### src/rtl/spmv_row_acc_ctrl.sv
// Purpose: serial fp16 row accumulator sequencing a shared adder, one product in flight at a time.
// Latency: ADD_LAT+2 cycles per product, plus >=1 OUT cycle per row sum.
// Backpressure: o_prod_ready low while an add is in flight or a row sum waits for i_row_ready.
// Build option: define SPMV_ZERO_SKIP_EN to let +/-0 products bypass the adder.
module spmv_row_acc_ctrl #(
    parameter int ADD_LAT = 2,
    parameter int ROW_W   = 8
) (
    input  logic             i_clk,
    input  logic             i_rst,
    input  logic             i_prod_valid,
    output logic             o_prod_ready,
    input  logic [15:0]      i_prod,
    input  logic             i_prod_last,
    output logic [15:0]      o_add_a,
    output logic [15:0]      o_add_b,
    output logic             o_add_valid,
    input  logic [15:0]      i_add_result,
    output logic             o_row_valid,
    input  logic             i_row_ready,
    output logic [15:0]      o_row_sum,
    output logic [ROW_W-1:0] o_row_idx,
    output logic             o_busy
);

    // Counter only has to hold ADD_LAT-1; keep it at least one bit wide for ADD_LAT==1.
    localparam int CNT_W = (ADD_LAT > 1) ? $clog2(ADD_LAT) : 1;
    localparam logic [CNT_W-1:0] CNT_LOAD = CNT_W'(ADD_LAT - 1);

    typedef enum logic [1:0] {
        IDLE  = 2'd0,
        ISSUE = 2'd1,
        WAIT  = 2'd2,
        OUT   = 2'd3
    } state_t;

    state_t           state;
    logic [15:0]      acc;
    logic             last_q;
    logic [CNT_W-1:0] cnt;
    logic [ROW_W-1:0] row_idx;
    logic             prod_skip;

`ifdef SPMV_ZERO_SKIP_EN
    // Either signed zero leaves the running sum unchanged, so it never needs the adder.
    assign prod_skip = (i_prod[14:0] == 15'd0);
`else
    assign prod_skip = 1'b0;
`endif

    assign o_row_idx = row_idx;
    assign o_busy    = (state != IDLE) || (acc != 16'h0000);

    // Row accumulation FSM; every output except row index and busy is registered here.
    always_ff @(posedge i_clk) begin
        if (i_rst) begin
            state        <= IDLE;
            acc          <= 16'h0000;
            last_q       <= 1'b0;
            cnt          <= '0;
            row_idx      <= '0;
            o_prod_ready <= 1'b0;
            o_add_a      <= 16'h0000;
            o_add_b      <= 16'h0000;
            o_add_valid  <= 1'b0;
            o_row_valid  <= 1'b0;
            o_row_sum    <= 16'h0000;
        end else begin
            case (state)
                IDLE: begin
                    if (i_prod_valid && o_prod_ready) begin
                        last_q <= i_prod_last;
                        if (prod_skip) begin
                            // Bypassed zero: accumulator untouched, stay ready unless the row ends.
                            if (i_prod_last) begin
                                state        <= OUT;
                                o_prod_ready <= 1'b0;
                                o_row_valid  <= 1'b1;
                                o_row_sum    <= acc;
                            end
                        end else begin
                            o_add_a      <= i_prod;
                            o_add_b      <= acc;
                            o_add_valid  <= 1'b1;
                            o_prod_ready <= 1'b0;
                            state        <= ISSUE;
                        end
                    end else begin
                        o_prod_ready <= 1'b1;
                    end
                end
                ISSUE: begin
                    o_add_valid <= 1'b0;
                    cnt         <= CNT_LOAD;
                    state       <= WAIT;
                end
                WAIT: begin
                    // Operands stay put; result is taken ADD_LAT cycles after the ISSUE cycle.
                    if (cnt == '0) begin
                        acc <= i_add_result;
                        if (last_q) begin
                            state       <= OUT;
                            o_row_valid <= 1'b1;
                            o_row_sum   <= i_add_result;
                        end else begin
                            state        <= IDLE;
                            o_prod_ready <= 1'b1;
                        end
                    end else begin
                        cnt <= cnt - CNT_W'(1);
                    end
                end
                OUT: begin
                    if (i_row_ready) begin
                        o_row_valid  <= 1'b0;
                        acc          <= 16'h0000;
                        row_idx      <= row_idx + ROW_W'(1);
                        o_prod_ready <= 1'b1;
                        state        <= IDLE;
                    end
                end
                default: begin
                    state <= IDLE;
                end
            endcase
        end
    end

endmodule

### config.mk
export PLATFORM = sky130hd
export DESIGN_NAME = spmv_row_acc_ctrl
export DESIGN_NICKNAME = d
export VERILOG_FILES = /design/src/rtl/spmv_row_acc_ctrl.sv
export SDC_FILE = /design/constraint.sdc
export NUM_CORES = 1
export LEC_CHECK = 0
export BUFFER_PORTS_ARGS = -buffer_cell sky130_fd_sc_hd__clkbuf_2
export CAP_MARGIN = 20
export CORE_UTILIZATION = 45
export DETAILED_ROUTE_END_ITERATION = 12
export GPL_ROUTABILITY_DRIVEN = 1
export MAX_ROUTING_LAYER = met4
export PLACE_DENSITY = 0.74
export SYNTH_ARGS = -nofsm -noshare
export SYNTH_HDL_FRONTEND = slang
export SYNTH_SLANG_ARGS = --single-unit
### constraint.sdc
create_clock -name i_clk -period 1.7 [get_ports i_clk]
set_input_delay 0.425 -clock i_clk [delete_from_list [all_inputs] [get_ports i_clk]]
set_output_delay 0.425 -clock i_clk [all_outputs]
set_load 0.01 [all_outputs]
# Word-level counts from Yosys, hierarchy flattened
# Cells that the tools add are included.
# word_totals
reg_bits,79
latch_bits,0
ram_bits,0
rom_bits,0
output_inout_bits,60
memories,0
# classes
add_sub_neg,2
mul,0
n_div,0
n_lt_le_gt_ge,0
n_eq_ne,8
shifts,0
n_mux,21
bitwise_logic,1
reduce_logical,17
# ops
operator,count
16-bit two-way mux,2
16-bit one-hot mux with 2 select lines,1
16-bit nonzero test,1
2-bit inequality test (second input constant),5
1-bit two-way mux,9
3-bit AND reduction,3
8-bit by 1-bit adder with 8-bit output (second input constant),1
2-bit two-way mux,4
2-bit one-hot mux with 4 select lines,1
4-bit AND reduction,2
2-bit nonzero test,4
1-bit one-hot mux with 2 select lines,3
2-bit AND reduction,3
2-bit == test (second input constant),2
1-bit one-hot mux with 3 select lines,1
3-bit nonzero test,1
2-bit by 1-bit == test with 1-bit output (second input constant),1
2-bit zero test,1
1-bit logical AND,1
1-bit logical OR,1
1-bit NOT,1
1-bit subtractor (second input constant),1

# Depth between registers and ports, before layout
# Gate-level depths: netlist of the first run.
# logic_depth
depth_word,3
depth_mapped,8

# Worst setup path after synthesis of the first run
# No wires, ideal clock.
# synth_path
path_kind,register to register
start,reg state[0]
end,reg state[0]
setup_time_ps,79
arrival_ps,1678
required_time_ps,1621
slack_ps,-57
stages_incl_launch_ff,8
path_buffers,2
period_less_slack_ps,1757
path_cell_list,dfxtp_1 inv_1 ha_1 and2_1 buf_6 buf_6 or3_1 a211oi_2
# synth_between
elab_chain_len,3
word_cells_on_any_way,9
cone_classes,eq/ne (6); mux (1); reduce/logical (2)
# synth_lines
item,line,rtl
start: declaration,37,state_t state;
start signal: assignment,57,state <= IDLE;
start signal: assignment,76,state <= OUT;
start signal: assignment,86,state <= ISSUE;
2-bit == test or 2-bit zero test (tied branches),69,case (state)
2-bit inequality test (no source line),-,
3-bit AND reduction (no source line),-,
# Parallel ways exist; a longest one is shown, timed or not.
# A chain may end at the register's enable or synchronous reset.

# Worst setup path after layout of the first run
# layout_path
start,reg acc[13]
end,out o_busy
# layout_between
elab_chain_len,2
# layout_lines
item,line,rtl
start: declaration,38,logic [15:0] acc;
start signal: assignment,100,acc <= i_add_result;
16-bit nonzero test,52,assign o_busy = (state != IDLE) || (acc != 16'h0000);
1-bit logical OR,52,
end: declaration,23,output logic o_busy
# Every way passes these cells.

==> flow_metrics.py, run 1 <==
metrics = {
    "status": {
        "status": "finished with violations",
        "violations": "negative setup slack",
    },
    "hold_path": {
        "worst_hold_path_type": "in -> reg",
        "min_path_cells": 3,
    },
    "timing": {
        "timing.max_slew.rel_slack_pct": 75.17,
        "grt_setup_unrepaired": "true",
        "timing.final.ws_setup_ns": -0.3208,
        "finalMaxSlewViolations": 0,
        "layout_min_cycle_time_ns": 2.021,
        "clock-skew-final_ns": 0.007732,
        "min_period_over_period_pct": 118.9,
        "timing_worst_slew_pin_value_ns": 0.3691,
        "timing.fmax_mhz": 494.8,
        "finalSetupViolCount": 1,
        "whs_ns": 0.2849,
        "hold_viol": 0,
    },
    "floorplan": {
        "number_of_i_o_pins": 97,
        "dieHeight_um": 85.81,
        "fp.dieW_um": 85.81,
        "initial_cell_density_of_the_core_pct": 46.52,
        "design.core.area_mm2": 0.006794,
        "area_of_the_die_mm2": 0.007363,
        "num_rows": 30,
    },
    "worst_setup_path": {
        "cp_data_required_time_ns": 1.27,
        "end_of_the_worst_register_to_register_path": "acc[0]",
        "r2r-start": "state[0]",
        "worst-path-max-fanout": 2,
        "r2r_slack_ns": 0.03,
        "class_of_the_most_critical_setup_path": "reg -> out",
        "r2r_cells": 7,
        "critPathLaunch": "acc[13]",
        "critical_path.startpoint_type": "flop",
        "cp_data_arrival_time_ns": 1.60,
        "critical_path.endpoint_type": "output port",
        "worstSetupEndpoint": "o_busy",
    },
    "global_routing": {
        "track_usage_pct": 22.07,
        "grt_pass1_vias": 2644,
        "grt_max_degree": 35,
        "wire_length_of_the_first_global_routing_pass_mm": 12.39,
        "grt_antenna_before_repair": 0,
        "grt_overflow": 0,
    },
    "yosys": {
        "syn_avg_cell_area_um2": 8.383,
        "netlist.top_cell.by_area": "dfxtp_1",
        "synth.top_cells.by_area": "dfxtp_1, nand2_1, a21oi_1",
        "async_flop_share_pct": 0,
        "syn_area_mm2": 0.003161,
        "yosys.cell_types.count": 34,
        "synth_top_cell_area_share_pct": 50.04,
        "synth-edff-count": 0,
        "synth_cells": 377,
        "synth.ff_latch_count": 79,
        "syn_nets": 420,
        "ys_warnings": 0,
        "synthTopCellsByCount": "nand2_1, dfxtp_1, a21oi_1",
        "yosys_most_used_dff": "dfxtp_1",
        "yosysMostFrequentCell": "nand2_1",
        "synth-seq-area-share_pct": 50.04,
    },
    "cells_and_area": {
        "fin_nets": 527,
        "final_layout_size_suffix_gt1_share_pct": 32.31,
        "area_growth_pct": 30.40,
        "stdcell_area_mm2": 0.004121,
        "regArea_mm2": 0.001587,
        "fillCellCount": 610,
        "finish.cell_count_without_fillers": 585,
        "multi_input_comb_area_mm2": 0.001474,
        "antenna-diode-count": 0,
    },
    "cts": {
        "clk-insertion-delay-late_ns": 0.36,
        "cts-root-to-sink-buffers": 2,
        "ctsHtreeMaxLevel": 3,
        "tritoncts.num_buffers": 9,
        "clock_tree.root_cell": "clkbuf_8",
        "clock_sink_count": 79,
        "reg_clk_slew_reported_paths_ns": 0.08,
        "holdBufCountCts": 0,
        "cts_tree": "built",
    },
    "routing": {
        "post_drt_wl_per_cell_um": 13.28,
        "detail_route.drc_violations": 0,
        "drt-pass1-iter-count": 4,
        "detail_route.vias_per_cell": 5.115,
        "drt.antenna.violating_nets": 0,
        "wl_mm": 7.768,
        "drt_first_iter_violations": 152,
        "vias": 2992,
    },
    "power_and_ir_drop": {
        "switchingPower_w": 0.001489,
        "clockPowerShare_pct": 27.0,
        "max_vdd_drop_mv": 0.5073,
        "power_frac_seq_pct": 46.5,
        "cellLeakagePower_nw": 1.647,
        "p_int_w": 0.003153,
        "switching_share_pct": 32.08,
        "power.density_mw_per_mm2": 1126,
        "design_power_total_w": 0.004642,
        "p_comb_share_pct": 26.5,
    },
    "place": {
        "dp_cells": 568,
        "number_of_port_buffers": 96,
        "placement.cell_area_mm2": 0.003882,
        "place.gp.congestion": 0.8222,
        "hpwl_mm": 5.399,
    },
    "job": {
        "drv_cap": 0,
    },
}
==> cell type report <==
| type | instances | share of cell area [%] |
|---|---|---|
| well taps | 96 | 2.914 |
| multi-input cells | 262 | 35.76 |
| clock buffers | 11 | 3.430 |
| repair buffers | 126 | 18.03 |
| inverters | 6 | 0.5464 |
| clock inverters | 5 | 0.8197 |
| flip-flops and latches | 79 | 38.49 |
==> state kept, by name (all words and copies together), names as in the netlist <==
signal	count
o_add_a	16
o_row_valid	1
state	2
cnt	1
o_row_idx	8
o_add_valid	1
o_add_b	16
o_row_sum	16
acc	16
o_prod_ready	1
last_q	1
==> power by group through the flow <==
stage	sequential (W)	clock, W	combinational [W]
after global placement	0.00218	0	0.00115
final	0.00216	0.00125	0.00123
after detailed placement	0.00218	0	0.00118
after global routing	0.00218	0.00136	0.00135
after floorplan	0.00220	0	0.000646
after CTS	0.00215	0.00127	0.00120
==> through the flow <==
step           setup TNS (ns)  worst slack, ns  utilization (%)
3_5_place_dp                0         0.004246            57.15
2_1_floorplan               0          0.01021                -
4_1_cts               -0.3121          -0.3121            59.87
5_1_grt               -0.4473          -0.4208            60.66
6_report              -0.3208          -0.3208            60.66
3_3_place_gp                0          0.03012            57.15
==> how the worst min path moves through the flow <==
| stage | slack [ns] | from | end |
|---|---|---|---|
| after floorplan | 0.44 | acc[2] | o_add_b[2] |
| after global placement | 0.44 | o_add_a[3] | o_add_a[3] |
| after detailed placement | 0.45 | o_add_a[8] | o_add_a[8] |
| after CTS | 0.28 | i_prod[3] | o_add_a[3] |
| after global routing | 0.28 | i_prod[6] | o_add_a[6] |
| final | 0.28 | i_prod[2] | o_add_a[2] |
==> per-layer routing <==
| layer | vias to the layer above | GRT usage [%] | wire length (um) |
|---|---|---|---|
| met5 | - | - | 0 |
| met3 | 7 | 5.005 | 319 |
| li1 | 1527 | - | - |
| met1 | 1379 | 30.18 | 3893 |
| met2 | 79 | 32.58 | 3473 |
| met4 | 0 | 6.818 | 82 |
==> worst max-delay path: stages, from the launching register on <==
cell	delay (ns)
dfxtp_1	0.31
or4_1	0.54
nor3_2	0.12
nand4_1	0.11
clkbuf_2	0.16
==> cells by family after synthesis <==
group / count (synthesis) / share of synthesized area, %
AO/OA/AOI/OAI: 103 / 18.57
XOR/XNOR: 2 / 0.5543
adder cells (fa/ha/maj): 6 / 2.375
buffers and inverters: 36 / 5.106
flip-flops: 79 / 50.04
AND/OR/NAND/NOR: 151 / 23.36
==> repair_timing <==
action,4_1_cts,5_1_grt
setup buffers,0,1
endpoints found under the setup margin,3,32
gates resized for setup,3,12
pin swaps,0,7
==> cells in the final DEF (no fill, tap or decap), types with 2 or more instances in the layout <==
cell type	instances
nand2_1	102
clkbuf_8	10
nor3_1	4
a21oi_1	69
or4b_4	3
o21ai_0	5
o21a_1	2
nand4_1	3
buf_12	3
or4b_1	13
dfxtp_1	77
or3_1	6
nor2_1	3
inv_1	5
clkinv_2	2
clkbuf_2	96
buf_4	27
nor2b_1	2
o31ai_1	17
a21oi_2	4
or4_1	3
clkinvlp_4	2
nand3_1	4
ha_1	4
Note: power is estimated with default switching activity, not from simulation.
==> run 2, diff against run 1 <==
Settings changed: BUFFER_PORTS_ARGS -buffer_cell sky130_fd_sc_hd__clkbuf_2 to not set, DONT_BUFFER_PORTS set to 1, PLACE_DENSITY 0.74 to not set.
==> flow_metrics.py, run 2 (synthesized netlist as in run 1, its figures left out) <==
metrics = {
    "power_and_ir_drop": {
        "max_vdd_drop_mv": 0.5924,
        "power.density_mw_per_mm2": 1270,
        "cellLeakagePower_nw": 1.221,
    },
    "floorplan": {
        "number_of_i_o_pins": 97,
        "dieHeight_um": 85.81,
        "fp.dieW_um": 85.81,
        "initial_cell_density_of_the_core_pct": 46.52,
        "design.core.area_mm2": 0.006794,
        "num_rows": 30,
        "area_of_the_die_mm2": 0.007363,
    },
    "routing": {
        "post_drt_wl_per_cell_um": 15.11,
        "drt_first_iter_violations": 106,
        "vias": 2628,
        "drt.antenna.violating_nets": 0,
        "wl_mm": 7.328,
        "top_signal_layer_used": "met4",
        "detail_route.drc_violations": 0,
        "route.met3.wl_um": 610,
        "detail_route.vias_per_cell": 5.419,
        "detailroute.wirelength.met2_mm": 3.073,
        "drt-pass1-iter-count": 4,
        "wl_met1_mm": 3.536,
    },
    "worst_setup_path": {
        "class_of_the_most_critical_setup_path": "reg -> out",
        "critical_path.endpoint_type": "output port",
        "critical_path.startpoint_type": "flop",
        "cp_data_required_time_ns": 1.27,
        "worst-path-max-fanout": 2,
        "cp_data_arrival_time_ns": 1.50,
        "r2r_slack_ns": 0.07,
    },
    "cts": {
        "cts_tree": "built",
        "cts-root-to-sink-buffers": 2,
        "ctsHtreeMaxLevel": 3,
        "clk-insertion-delay-late_ns": 0.35,
        "clock_sink_count": 79,
        "clock_tree.root_cell": "clkbuf_8",
        "reg_clk_slew_reported_paths_ns": 0.08,
        "tritoncts.num_buffers": 9,
        "holdBufCountCts": 0,
    },
    "timing": {
        "clock-skew-final_ns": 0.007519,
        "timing.max_slew.rel_slack_pct": 74.13,
        "timing.fmax_mhz": 519.9,
        "grt_setup_unrepaired": "true",
        "timing_worst_slew_pin_value_ns": 0.3846,
        "timing.final.ws_setup_ns": -0.2234,
        "finalSetupViolCount": 1,
        "finalMaxSlewViolations": 0,
        "min_period_over_period_pct": 113.1,
        "layout_min_cycle_time_ns": 1.923,
        "hold_viol": 0,
    },
    "place": {
        "number_of_port_buffers": 0,
        "post-place-ws_ns": -0.002280,
        "dp_cells": 468,
        "hpwl_mm": 4.964,
        "place.gp.congestion": 0.8182,
    },
    "cells_and_area": {
        "area_growth_pct": 15.00,
        "most-common-layout-cells": "nand2_1, dfxtp_1, a21oi_1",
        "antenna-diode-count": 0,
        "fin_nets": 427,
        "most_common_cell_after_layout_fill_and_taps_aside": "nand2_1",
        "final_layout_size_suffix_gt1_share_pct": 15.68,
        "finish.cell_count_without_fillers": 485,
    },
    "job": {
        "drv_cap": 0,
    },
    "hold_path": {
        "worst_hold_path_type": "in -> reg",
    },
    "status": {
        "violations": "negative setup slack",
        "status": "finished with violations",
    },
    "global_routing": {
        "grt_antenna_before_repair": 0,
        "grt_overflow": 0,
        "grt_max_degree": 81,
        "track_usage_pct": 20.68,
        "wire_length_of_the_first_global_routing_pass_mm": 11.58,
        "grt_pass1_vias": 2386,
    },
}
## run 2: cell types whose count changed in the layout (fill, tap and decap cells not counted), moves of 2 or more
| cell | before | now |
|---|---|---|
| buf_6 | 0 | 2 |
| clkbuf_2 | 96 | 0 |
| buf_4 | 27 | 22 |
| ha_2 | 1 | 3 |
## run 2: final cells by class
type                       count  area (um2)
clock buffer                  11       151.4
clock inverter                 5       56.30
fill                         676        3159
inverter                       6       22.52
multi-input combinational    262        1473
sequential                    79        1584
tap                           96       120.1
timing repair buffer          26       227.7
## run 2: per-layer routing
metal | vias to the layer above | GRT usage, %
met2 | 92 | 28.00
li1 | 1319 | -
met1 | 1206 | 28.73
met5 | - | -
met3 | 11 | 5.871
met4 | 0 | 8.485
## run 2: final timing paths
path / from / to / depth (start not counted)
max: acc[13] / o_busy / 3
min: i_rst / o_add_b[14] / 1
max reg2reg: state[0] / state[0] / 6
min reg2reg: acc[10] / o_add_b[10] / 2
## run 2: power by group
part	switching (W)	internal (W)	leakage, nW	total (W)
combinational	0.000523	0.000440	0.475	0.000963
clock	0.000687	0.000756	0.105	0.00144
sequential	0.000189	0.00202	0.640	0.00221
total	0.00140	0.00322	1.22	0.00462
## run 2: worst max-delay path: stages, from the launching register on
cell and delay [ns]:
dfxtp_1 0.32, or4_4 0.54, nor3_2 0.11, nand4_1 0.19
## run 2: per-stage QoR
| stage | TNS (ns) | hold slack [ns] | cell area (um2) | total power (W) | util (%) |
|---|---|---|---|---|---|
| floorplan | 0 | 0.4396 | 3163 | 0.002843 | - |
| CTS | -0.2546 | 0.1232 | 3583 | 0.004597 | 52.74 |
| global route | -0.2722 | 0.1125 | 3635 | 0.004869 | 53.50 |
| global placement | 0 | 0.4609 | 3359 | 0.003124 | 49.45 |
| finish | -0.2234 | 0.1325 | 3635 | 0.004616 | 53.50 |
| detailed placement | -0.002280 | 0.4610 | 3359 | 0.003142 | 49.45 |
## run 2: timing repair
item | in CTS | in global routing
endpoints found under the setup margin | 2 | 18
resized for setup | 4 | 13
pin swaps | 1 | 4
setup buffers | 0 | 1
